==> config.mk <==
export PLATFORM = sky130hd
export DESIGN_NAME = prefetcher_data_queue
export DESIGN_NICKNAME = d
export VERILOG_FILES = /design/src/rtl/prefetcher_data_queue.sv
export SDC_FILE = /design/constraint.sdc
export NUM_CORES = 1
export LEC_CHECK = 0
export BUFFER_PORTS_ARGS = -buffer_cell sky130_fd_sc_hd__buf_4
export CELL_PAD_IN_SITES_DETAIL_PLACEMENT = 0
export CELL_PAD_IN_SITES_GLOBAL_PLACEMENT = 1
export CORE_ASPECT_RATIO = 1.75
export CORE_MARGIN = 2
export CORE_UTILIZATION = 40
export DETAILED_ROUTE_END_ITERATION = 8
export PLACE_DENSITY = 0.7
export SYNTH_ARGS = -nofsm -noshare
export SYNTH_HDL_FRONTEND = slang
export SYNTH_SLANG_ARGS = --single-unit
==> constraint.sdc <==
create_clock -name clk -period 10.9 [get_ports clk]
set_clock_uncertainty 0.2 [all_clocks]
set_input_delay 1.09 -clock clk [delete_from_list [all_inputs] [get_ports clk]]
set_output_delay 1.09 -clock clk [all_outputs]
set_load 0.01 [all_outputs]
==> src/rtl/prefetcher_data_queue.sv <==
// In-order request/data buffer for the prefetcher: entries are allocated on issued reads,
// filled in order by single-beat responses, and popped only from the head on a demand hit.
module prefetcher_data_queue #(
  parameter int ADDR_BITS          = 64,
  parameter int DATA_BITS          = 64,
  parameter int LOG_DEPTH          = 3,
  parameter int ALMOST_FULL_MARGIN = 1
) (
  input  logic                 clk,
  input  logic                 resetN,
  input  logic                 flushN,
  input  logic                 allocValid,
  input  logic [ADDR_BITS-1:0] allocAddr,
  output logic                 allocReady,
  input  logic                 respValid,
  input  logic [DATA_BITS-1:0] respData,
  output logic                 respReady,
  input  logic                 lookupValid,
  input  logic [ADDR_BITS-1:0] lookupAddr,
  output logic                 prefetcherHit,
  output logic                 readValid,
  output logic [DATA_BITS-1:0] readData,
  output logic [LOG_DEPTH:0]   outstandingReqCnt,
  output logic                 almostFull,
  output logic                 empty
);

  localparam int DEPTH     = 1 << LOG_DEPTH;
  localparam int PW        = LOG_DEPTH + 1;
  // Wide enough to absorb several back-to-back flushes of a full queue.
  localparam int DROP_BITS = 16;
  localparam logic [PW-1:0] DEPTH_P = PW'(DEPTH);
  localparam logic [PW-1:0] AF_THR  = PW'(DEPTH - ALMOST_FULL_MARGIN);

  logic [PW-1:0]        head_q, head_d, fill_q, fill_d, alloc_q, alloc_d;
  logic [DROP_BITS-1:0] drop_q, drop_d;
  logic [DEPTH-1:0]     filled_q, filled_d;
  logic                 rd_valid_q, rd_valid_d;
  logic [DATA_BITS-1:0] rd_data_q, rd_data_d;

  logic [ADDR_BITS-1:0] addr_mem [DEPTH];
  logic [DATA_BITS-1:0] data_mem [DEPTH];

  logic [PW-1:0]        occupancy, pending;
  logic [LOG_DEPTH-1:0] head_idx, fill_idx, alloc_idx, wr_idx;
  logic                 full, drop_busy, alloc_en, fill_en, pop_en, mem_we;

  assign occupancy = alloc_q - head_q;
  assign pending   = alloc_q - fill_q;
  assign full      = (occupancy == DEPTH_P);
  assign drop_busy = (drop_q != '0);
  assign head_idx  = head_q[LOG_DEPTH-1:0];
  assign fill_idx  = fill_q[LOG_DEPTH-1:0];
  assign alloc_idx = alloc_q[LOG_DEPTH-1:0];

  assign empty             = (occupancy == '0);
  assign allocReady        = !full;
  assign almostFull        = (occupancy >= AF_THR);
  assign outstandingReqCnt = pending;
  assign respReady         = (pending != '0) || drop_busy;
  assign prefetcherHit     = !empty && (addr_mem[head_idx] == lookupAddr);
  assign readValid         = rd_valid_q;
  assign readData          = rd_data_q;

  assign alloc_en = allocValid && !full;
  assign fill_en  = respValid && !drop_busy && (pending != '0);
  assign pop_en   = lookupValid && prefetcherHit && filled_q[head_idx];
  // A flush empties the queue, so an allocation in that cycle lands in entry 0.
  assign mem_we   = flushN ? alloc_en : allocValid;
  assign wr_idx   = flushN ? alloc_idx : '0;

  // NOTE: every signal driven here gets a default first, otherwise a path that skips
  // an assignment would infer a latch.
  always_comb begin
    head_d     = head_q;
    fill_d     = fill_q;
    alloc_d    = alloc_q;
    drop_d     = drop_q;
    filled_d   = filled_q;
    rd_valid_d = 1'b0;
    rd_data_d  = rd_data_q;
    if (!flushN) begin
      head_d   = '0;
      fill_d   = '0;
      filled_d = '0;
      alloc_d  = allocValid ? PW'(1) : '0;
      // Every request still outstanding will answer later; a response now retires one.
      drop_d   = drop_q + DROP_BITS'(pending);
      if (respValid && (drop_d != '0)) drop_d = drop_d - DROP_BITS'(1);
    end else begin
      if (alloc_en) begin
        filled_d[alloc_idx] = 1'b0;
        alloc_d             = alloc_q + PW'(1);
      end
      if (fill_en) begin
        filled_d[fill_idx] = 1'b1;
        fill_d             = fill_q + PW'(1);
      end
      if (respValid && drop_busy) drop_d = drop_q - DROP_BITS'(1);
      if (pop_en) begin
        head_d     = head_q + PW'(1);
        rd_valid_d = 1'b1;
        rd_data_d  = data_mem[head_idx];
      end
    end
  end

  // NOTE: state registers use non-blocking assignments so every flop samples the
  // pre-edge values; blocking assignments belong only in the combinational block above.
  always_ff @(posedge clk or negedge resetN) begin
    if (!resetN) begin
      head_q     <= '0;
      fill_q     <= '0;
      alloc_q    <= '0;
      drop_q     <= '0;
      filled_q   <= '0;
      rd_valid_q <= 1'b0;
      rd_data_q  <= '0;
    end else begin
      head_q     <= head_d;
      fill_q     <= fill_d;
      alloc_q    <= alloc_d;
      drop_q     <= drop_d;
      filled_q   <= filled_d;
      rd_valid_q <= rd_valid_d;
      rd_data_q  <= rd_data_d;
    end
  end

  // NOTE: the entry storage has no reset; the filled bits and pointers guard every read.
  always_ff @(posedge clk) begin
    if (mem_we) addr_mem[wr_idx] <= allocAddr;
    if (fill_en && flushN) data_mem[fill_idx] <= respData;
  end

endmodule

## Word-level counts from Yosys, hierarchy flattened

Memories as Yosys holds them, arrays and structs flattened. A register that Yosys moved wholly into a read port is not among the register bits.
Index checks and enable logic that the tools add are counted.

- Register bits: 37
- Bits in writable memories: 1024
- Bits of input ports: 198
- Output and inout bits: 74
- Word-level logic and storage cells: 80
- Memories kept: 2

Memories:

| memory | depth | width | read ports | clocked after Yosys merged registers in | write ports | RTL line | RTL |
|---|---|---|---|---|---|---|---|
| addr_mem | 8 | 64 | 1 | 0 | 1 | 41 | `logic [ADDR_BITS-1:0] addr_mem [DEPTH];` |
| data_mem | 8 | 64 | 1 | 1 | 1 | 42 | `logic [DATA_BITS-1:0] data_mem [DEPTH];` |

- $add $sub $neg: 8
- Magnitude comparators: 6
- Equal/unequal tests: 6
- Multiplexer cells: 28
- Bitwise operators: 3
- Reduce and logical (&&, ||, !) cells: 21

Operators with widths:

| operator | count |
|---|---|
| equality test 64 bit | 1 |
| 2-to-1 mux 16 bit | 3 |
| 2-to-1 mux 8 bit | 4 |
| nonzero test 16 bit | 2 |
| subtractor 16 x 1 -> 16 bit (second input constant) | 2 |
| 2-to-1 mux 4 bit | 6 |
| adder 16 x 4 -> 16 bit | 1 |
| adder 4 x 1 -> 4 bit (second input constant) | 3 |
| < comparator 3 x 4 -> 1 bit (second input constant) | 3 |
| logical AND 1 bit | 11 |
| 2-to-1 mux 1 bit | 11 |
| bitwise AND 8 bit | 1 |
| != test 2 x 1 -> 1 bit (second input constant) | 4 |
| inverter 8 bit | 1 |
| bitwise OR 8 bit | 1 |
| subtractor 4 bit | 2 |
| demux 1 bit (select 3 bit) | 2 |
| >= comparator 3 x 1 -> 1 bit (second input constant) | 2 |
| equality test 4 bit (second input constant) | 1 |
| >= comparator 4 x 3 -> 1 bit (second input constant) | 1 |
| zero test 1 bit | 4 |
| zero test 4 bit | 1 |
| nonzero test 4 bit | 1 |
| binary-select mux 1 bit (select 3 bit) | 1 |
| 3 further kinds | 3 |

## Depth between registers and ports, before layout

Gate-level depths: netlist of run 1.

- Word-level depth: 11
- Gate-level depth with buffers: 17
- Mapped depth without buffers: 16

## Worst setup path before layout of run 1

Ideal clock, no wire load.

- Path kind: reg-to-reg
- From: register head_q[2]
- To: memory addr_mem[1][0] (enable)
- Setup time: 0.564 ns
- Arrival: 6.984 ns
- Required time: 10.136 ns
- Slack: 3.152 ns
- Cell stages (with the launch flop): 13
- Buffers on the path: 4
- Period minus slack after synthesis: 7.748 ns
- Path through: dfrtp_1 > clkinv_1 > buf_1 > clkbuf_1 > clkbuf_1 > ha_1 > o21ai_0 > a21oi_1 > nor2b_1 > or2_2 > clkbuf_1 > nand4_1 > nor3_1

- Word-level cells in the longest chain between the ends: 7

RTL lines:

| element | RTL line | RTL |
|---|---|---|
| start: declaration | 35 | `logic [PW-1:0] head_q, head_d, fill_q, fill_d, alloc_q, alloc_d;` |
| start signal: assignment | 112 | `head_q <= '0;` |
| start signal: assignment | 120 | `head_q <= head_d;` |
| subtractor 4 bit | 48 | `assign occupancy = alloc_q - head_q;` |
| equality test 4 bit | 50 | `assign full = (occupancy == DEPTH_P);` |
| zero test 1 bit | -- |  |
| via allocReady | 14 | `output logic allocReady,` |
| logical AND 1 bit | 65 | `assign alloc_en = allocValid && !full;` |
| 2-to-1 mux 1 bit | 69 | `assign mem_we = flushN ? alloc_en : allocValid;` |
| 2-to-1 mux 1 bit | 132 | `if (mem_we) addr_mem[wr_idx] <= allocAddr;` |
| 2-to-1 mux 1 bit (implied by the code) | 132 |  |
| end: declaration | 41 |  |

The timed path passes the listed nets, and every way through them passes these cells.

## Worst setup path after layout of run 1

- From: register head_q[2]
- To: output port prefetcherHit

- Word-level cells in the longest chain between the ends: 4
- Elaborated cells between the ends (all ways): 6
- Those cells by class: add/sub (1); eq/ne (1); reduce/logical (3); memory (1)

RTL lines:

| element | RTL line | RTL |
|---|---|---|
| branches (longest 3 deep; another with memory read (8 x 64 bit)) | -- |  |
| logical AND 1 bit * | 61 | `assign prefetcherHit = !empty && (addr_mem[head_idx] == lookupAddr);` |
| end: declaration | 20 | `output logic prefetcherHit,` |

Every way passes the cells marked *.

==> results.yml, run 1 <==
pwr:
  irDropWorstVdd_v: 0.000159
  p_leak_nw: 17.6
  p_per_area_nw_per_um2: 173
  power_w: 0.00906
clocking:
  cts_root_buffer: "clkbuf_16"
  clk_pin_slew_worst_paths_ns: 0.06
  cts_buffers: 103
  cts_tree: "built"
  ctsLongestPathBuffers: 3
  clock_sinks: 1125
  cts-htree-levels: 3
  insertion_delay_ns: 0.68
  ctsHoldBuffers: 0
  postCtsSetupBuffers: 0
  ctsResizeCount: 0
worst_hold_path:
  whs_path_depth: 1
  hp-class: "reg2reg"
  min_from: "readData[63]$_DFFE_PN0P_"
  whs_endpoint: "readData[63]$_DFFE_PN0P_"
synthesis:
  netlist_area_um2: 45200
  postSynthCellCount: 2350
  ys_types: 72
  yosys_warnings: 0
  async_flop_share: 0.0898
  synth-edff-count: 1024
  syn_nets: 2568
  synth_flop_cell: "edfxtp_1"
  synth_sequential_area_ratio: 0.737
  synth-seq-cells: 1125
  avgSynthCellArea_um2: 19.2
timing:
  tns_ns: 0
  fin_crit_sh: 0.578
  drv_slew: 0
  fin_hold_ws_ns: 0.310
  tightest_slew_ns: 1.09
  max_freq_mhz: 159
  setup_violations: 0
  max-slew-margin-rel: 0.274
  hold_viol_final: 0
  rsz0062_at_grt: "false"
  min_period_ns: 6.30
drt:
  drt_iter0_drc: 1437
  num_vias: 22800
  remaining_drc_errors: 0
  wl_per_cell_um: 25.0
  viasPerCell: 5.40
  drt-total-wl_um: 106000
  dr.pass1.iters: 5
  ant_nets: 0
floorplan:
  coreArea_um2: 112000
  die_h_um: 449
  die_area_um2: 116000
  die_w_um: 258
  start_util: 0.402
  rows: 163
  io_pins: 272
final_layout:
  most-common-layout-cells: "edfxtp_1, buf_4, nand2_1, mux4_2, clkbuf_16"
  instances_no_fill: 4223
  layout_commonest_cell: "edfxtp_1"
  layout.nets: 2869
  drive_gt1_frac: 0.293
  fin_area_um2: 52300
  syn_to_final_growth_pct: 15.8
setup_path:
  crit_fanout: 49
  crit_type: "reg2out"
  rrSetupSlack_ns: 4.98
  r2r-end: "readData[49]$_DFFE_PN0P_"
  cp-end-kind: "primary output"
  worst_ep_arrival_time_ns: 5.01
  cp-start-kind: "register"
  worstReg2RegStart: "head_q[0]$_DFFE_PN0P_"
  worst-r2r-cell-count: 9
  cp_data_required_time_ns: 9.61
global_routing:
  antenna_found_initial: 12
  grt_pass1_wl_um: 157000
  grt_max_degree: 144
  grt_usage: 0.182
  grt-ovfl-total: 0
  grt_pass1_vias: 24500
run:
  cap_violations: 0
placed_design:
  place_congestion: 0.825
  dp_hpwl_um: 62800
  io_buffers: 271
  place_area_um2: 48900
  placedCellCount: 4031
run_status:
  status: "finished, final reports clean"
-- area by class of cell --
| class | instances | area [µm²] |
|---|---|---|
| clock buffers | 129 | 2790 |
| inverters | 22 | 85.1 |
| well taps | 1485 | 1860 |
| repair buffers | 311 | 2350 |
| clock inverters | 59 | 626 |
| flip-flops and latches | 1125 | 33300 |
| diodes | 4 | 10.0 |
| multi-input cells | 1088 | 11300 |
| fillers | 9448 | 60100 |
-- kinds of logic after synthesis --
kind of cell | after synthesis | share of synthesized area
AO/OA/AOI/OAI | 154 | 0.0229
buffers and inverters | 137 | 0.0154
adder cells (fa/ha/maj) | 20 | 0.00604
flip-flops | 1125 | 0.737
XOR/XNOR | 85 | 0.0165
multiplexers | 398 | 0.158
AND/OR/NAND/NOR | 431 | 0.0447
-- registers in the layout, summed over array words and instances, names as in the netlist --
name,flops
readValid,1
filled_q,8
fill_q,4
drop_q,16
head_q,4
data_mem,512
readData,64
alloc_q,4
addr_mem,512
-- Yosys cell counts, drive strengths merged, types with 6 or more instances --
master | count | area share
mux2 | 66 | 0.021
o31ai | 6 | 0.0010
o211ai | 9 | 0.0015
nor3 | 15 | 0.0017
nor2b | 9 | 0.0012
ha | 17 | 0.0047
o21ai | 38 | 0.0042
xor2 | 25 | 0.0048
edfxtp | 1024 | 0.68
buf | 66 | 0.0095
nor4 | 21 | 0.0032
nand3 | 20 | 0.0022
nor3b | 9 | 0.0015
o22ai | 9 | 0.0012
or3 | 9 | 0.0012
inv | 20 | 0.0017
nand2 | 248 | 0.021
nor2 | 35 | 0.0030
xnor2 | 60 | 0.012
and2 | 10 | 0.0014
clkbuf | 49 | 0.0041
a211oi | 8 | 0.0013
a21oi | 21 | 0.0023
nand4 | 11 | 0.0015
mux4 | 230 | 0.11
nand2b | 10 | 0.0014
dfrtp | 101 | 0.056
a22oi | 23 | 0.0038
nand3b | 7 | 0.0012
mux2i | 102 | 0.023
-- routing by layer --
metal | vias up | routed length, µm | global-route usage
met2 | 723 | 56100 | 0.327
li1 | 10000 | - | -
met1 | 11900 | 40200 | 0.218
met3 | 184 | 6570 | 0.0394
met4 | 18 | 2670 | 0.0577
met5 | - | 115 | 0
-- report_power, final --
group	switching [W]	internal (W)	leakage, nW
logic	0.000342	0.000225	5.25
registers	0.0000666	0.00478	10.6
clock network	0.00156	0.00208	1.68
-- how the worst max path moves through the flow --
stage	from	to	slack (ns)	cells past startpoint
after floorplan	head_q[2]$_DFFE_PN0P_	addr_mem[1][0]$_DFFE_PP_	3.15	12
after global placement	head_q[0]$_DFFE_PN0P_	readData[48]$_DFFE_PN0P_	4.82	9
after detailed placement	head_q[0]$_DFFE_PN0P_	readData[49]$_DFFE_PN0P_	4.73	9
after CTS	head_q[2]$_DFFE_PN0P_	prefetcherHit	4.41	9
after global routing	head_q[2]$_DFFE_PN0P_	prefetcherHit	4.34	11
final	head_q[2]$_DFFE_PN0P_	prefetcherHit	4.60	11
-- per-stage QoR --
stage,utilization,setup slack (ns)
finish,0.466,4.60
global route,0.465,4.34
CTS,0.465,4.41
detailed placement,0.435,4.73
global placement,0.435,4.82
floorplan,-,3.15
-- critical path: stages (launching register included) --
cell and delay, ns:
dfrtp_4 0.75, inv_4 0.65, buf_4 0.80, ha_1 0.40, o21ai_0 0.13, nand3_1 0.17
nor3b_1 0.20, nor4_1 0.35, nand4_1 0.18, or2_2 0.37, nor2_1 0.12, buf_4 0.15
Power figures use the tool's default switching activity.
==> inputs of run 2 (changes only) <==
--- a/config.mk
+++ b/config.mk
@@ -12,7 +12,7 @@
 export CORE_MARGIN = 2
 export CORE_UTILIZATION = 40
 export DETAILED_ROUTE_END_ITERATION = 8
-export PLACE_DENSITY = 0.7
+export PLACE_DENSITY = 0.72
 export SYNTH_ARGS = -nofsm -noshare
 export SYNTH_HDL_FRONTEND = slang
 export SYNTH_SLANG_ARGS = --single-unit
==> constraint.sdc (replaced) <==
create_clock -name clk -period 5.35 [get_ports clk]
set_clock_uncertainty 0.2 [all_clocks]
set_input_delay 0.535 -clock clk [delete_from_list [all_inputs] [get_ports clk]]
set_output_delay 0.535 -clock clk [all_outputs]
set_load 0.01 [all_outputs]
==> run 2 against run 1 <==
  * Utilization up 1.7 points
  * Highest routed layer unchanged
  * Worst hold slack worse by 0.12 ns
  * Final area grew 3.7%
  * Count of clock-buffer cells in the layout rose by 10
  * Via count rose by 3.6%
  * Die area unchanged
  * First-iteration DRC count up 14%
  * Clock power rose by 98%
  * Register-to-register slack got worse by 4.6 ns
==> results.yml, run 2 (same netlist as run 1, synthesis figures left out) <==
run_status:
  status: "finished, final reports clean"
floorplan:
  die_h_um: 449
  coreArea_um2: 112000
  die_w_um: 258
  rows: 163
  start_util: 0.402
  die_area_um2: 116000
  io_pins: 272
final_layout:
  drive_gt1_frac: 0.286
  layout.nets: 3035
  layout_commonest_cell: "edfxtp_1"
  fin_area_um2: 54200
  seq_area_um2: 33300
  fillers: 9255
  final_util: 0.483
  syn_to_final_growth_pct: 20.1
  most-common-layout-cells: "edfxtp_1, buf_4, nand2_1, mux4_2, dlygate4sd3_1"
  multi_input_area_um2: 11300
timing:
  fin_crit_sh: 0.948
  max-slew-margin-rel: 0.299
  max_freq_mhz: 197
  hold_viol_final: 0
  min_period_ns: 5.07
  drv_slew: 0
  tightest_slew_ns: 1.05
  setup_violations: 0
  rsz0062_at_grt: "false"
  worst_slack_ns: 0.276
drt:
  remaining_drc_errors: 0
  dr.pass1.iters: 7
  ant_nets: 0
  num_vias: 23600
  drt_iter0_drc: 1645
  drt-total-wl_um: 107000
  wl_per_cell_um: 24.4
  viasPerCell: 5.38
setup_path:
  cp_data_required_time_ns: 4.62
  crit_fanout: 28
  cp-end-kind: "primary output"
  crit_type: "reg2out"
  worst_ep_arrival_time_ns: 4.34
  cp-start-kind: "register"
global_routing:
  grt_max_degree: 103
  grt_pass1_wl_um: 161000
  grt_pass1_vias: 25200
  grt_usage: 0.186
  grt-ovfl-total: 0
  antenna_found_initial: 18
worst_hold_path:
  hp-class: "in2reg"
placed_design:
  io_buffers: 271
  dp_hpwl_um: 66000
  place_congestion: 0.856
  dp_slack_ns: 0.280
  place_area_um2: 49600
clocking:
  cts_buffers: 100
  cts_tree: "built"
  cts-htree-levels: 3
  insertion_delay_ns: 0.69
  clk_pin_slew_worst_paths_ns: 0.07
  cts_root_buffer: "clkbuf_16"
  clock_sinks: 1125
  ctsLongestPathBuffers: 3
run:
  cap_violations: 0
pwr:
  p_leak_nw: 18.3
  irDropWorstVdd_v: 0.000263
  p_per_area_nw_per_um2: 338
## run 2: per-stage QoR
step | hold slack, ns | total power [W] | TNS (ns) | std cells
global route | 0.181 | 0.0190 | 0 | 4391
finish | 0.190 | 0.0184 | 0 | 4391
CTS | 0.0958 | 0.0185 | 0 | 4385
detailed placement | 0.293 | 0.0113 | 0 | 4068
global placement | 0.292 | 0.0112 | 0 | 4068
floorplan | 0.0394 | 0.0107 | -240.71 | 2350
## run 2: final timing paths
path	from	cells past startpoint	end	slack, ns
max	head_q[2]$_DFFE_PN0P_	9	prefetcherHit	0.28
min	flushN	3	head_q[3]$_DFFE_PN0P_	0.19
max reg2reg	fill_q[1]$_DFFE_PN0P_	15	drop_q[15]$_DFFE_PN0P_	0.43
min reg2reg	readData[43]$_DFFE_PN0P_	1	readData[43]$_DFFE_PN0P_	0.31
max in group asynchronous	resetN	3	readData[50]$_DFFE_PN0P_	3.81
min in group asynchronous	resetN	2	drop_q[5]$_DFFE_PN0P_	0.23
## run 2: repair_timing
action | 4_1_cts | 5_1_grt
resized for setup | 0 | 4
hold buffers | 130 | 0
hold endpoints to repair | 1067 | 0
buffers inserted | 1 | 1
endpoints found under the setup margin | 1 | 3
## run 2: metal layers
metal | GRT usage | vias up | routed length (µm)
met4 | 0.0645 | 22 | 3030
met2 | 0.337 | 740 | 56900
met3 | 0.0318 | 187 | 5790
li1 | - | 10300 | -
met5 | 0 | - | 142
met1 | 0.222 | 12300 | 41400
## run 2: layout make-up
class | count | area share
flip-flops and latches | 1125 | 0.614
multi-input cells | 1088 | 0.209
repair buffers | 480 | 0.0808
clock buffers | 139 | 0.0513
well taps | 1485 | 0.0343
clock inverters | 47 | 0.00906
inverters | 22 | 0.00164
diodes | 5 | 0.000231
## run 2: worst max-delay path, cell delays in order, from the launching register on
cell and delay, ns:
dfrtp_4 0.62, buf_4 0.43, buf_4 0.47, mux4_2 0.37, mux2i_1 0.18, xor2_1 0.24
nand3_1 0.34, or4_1 0.65, nor2_1 0.14, buf_4 0.15
## run 2: power by group
part,switching (W),internal [W]
Clock,0.00315,0.00404
Combinational,0.000754,0.000531
Sequential,0.000130,0.00974
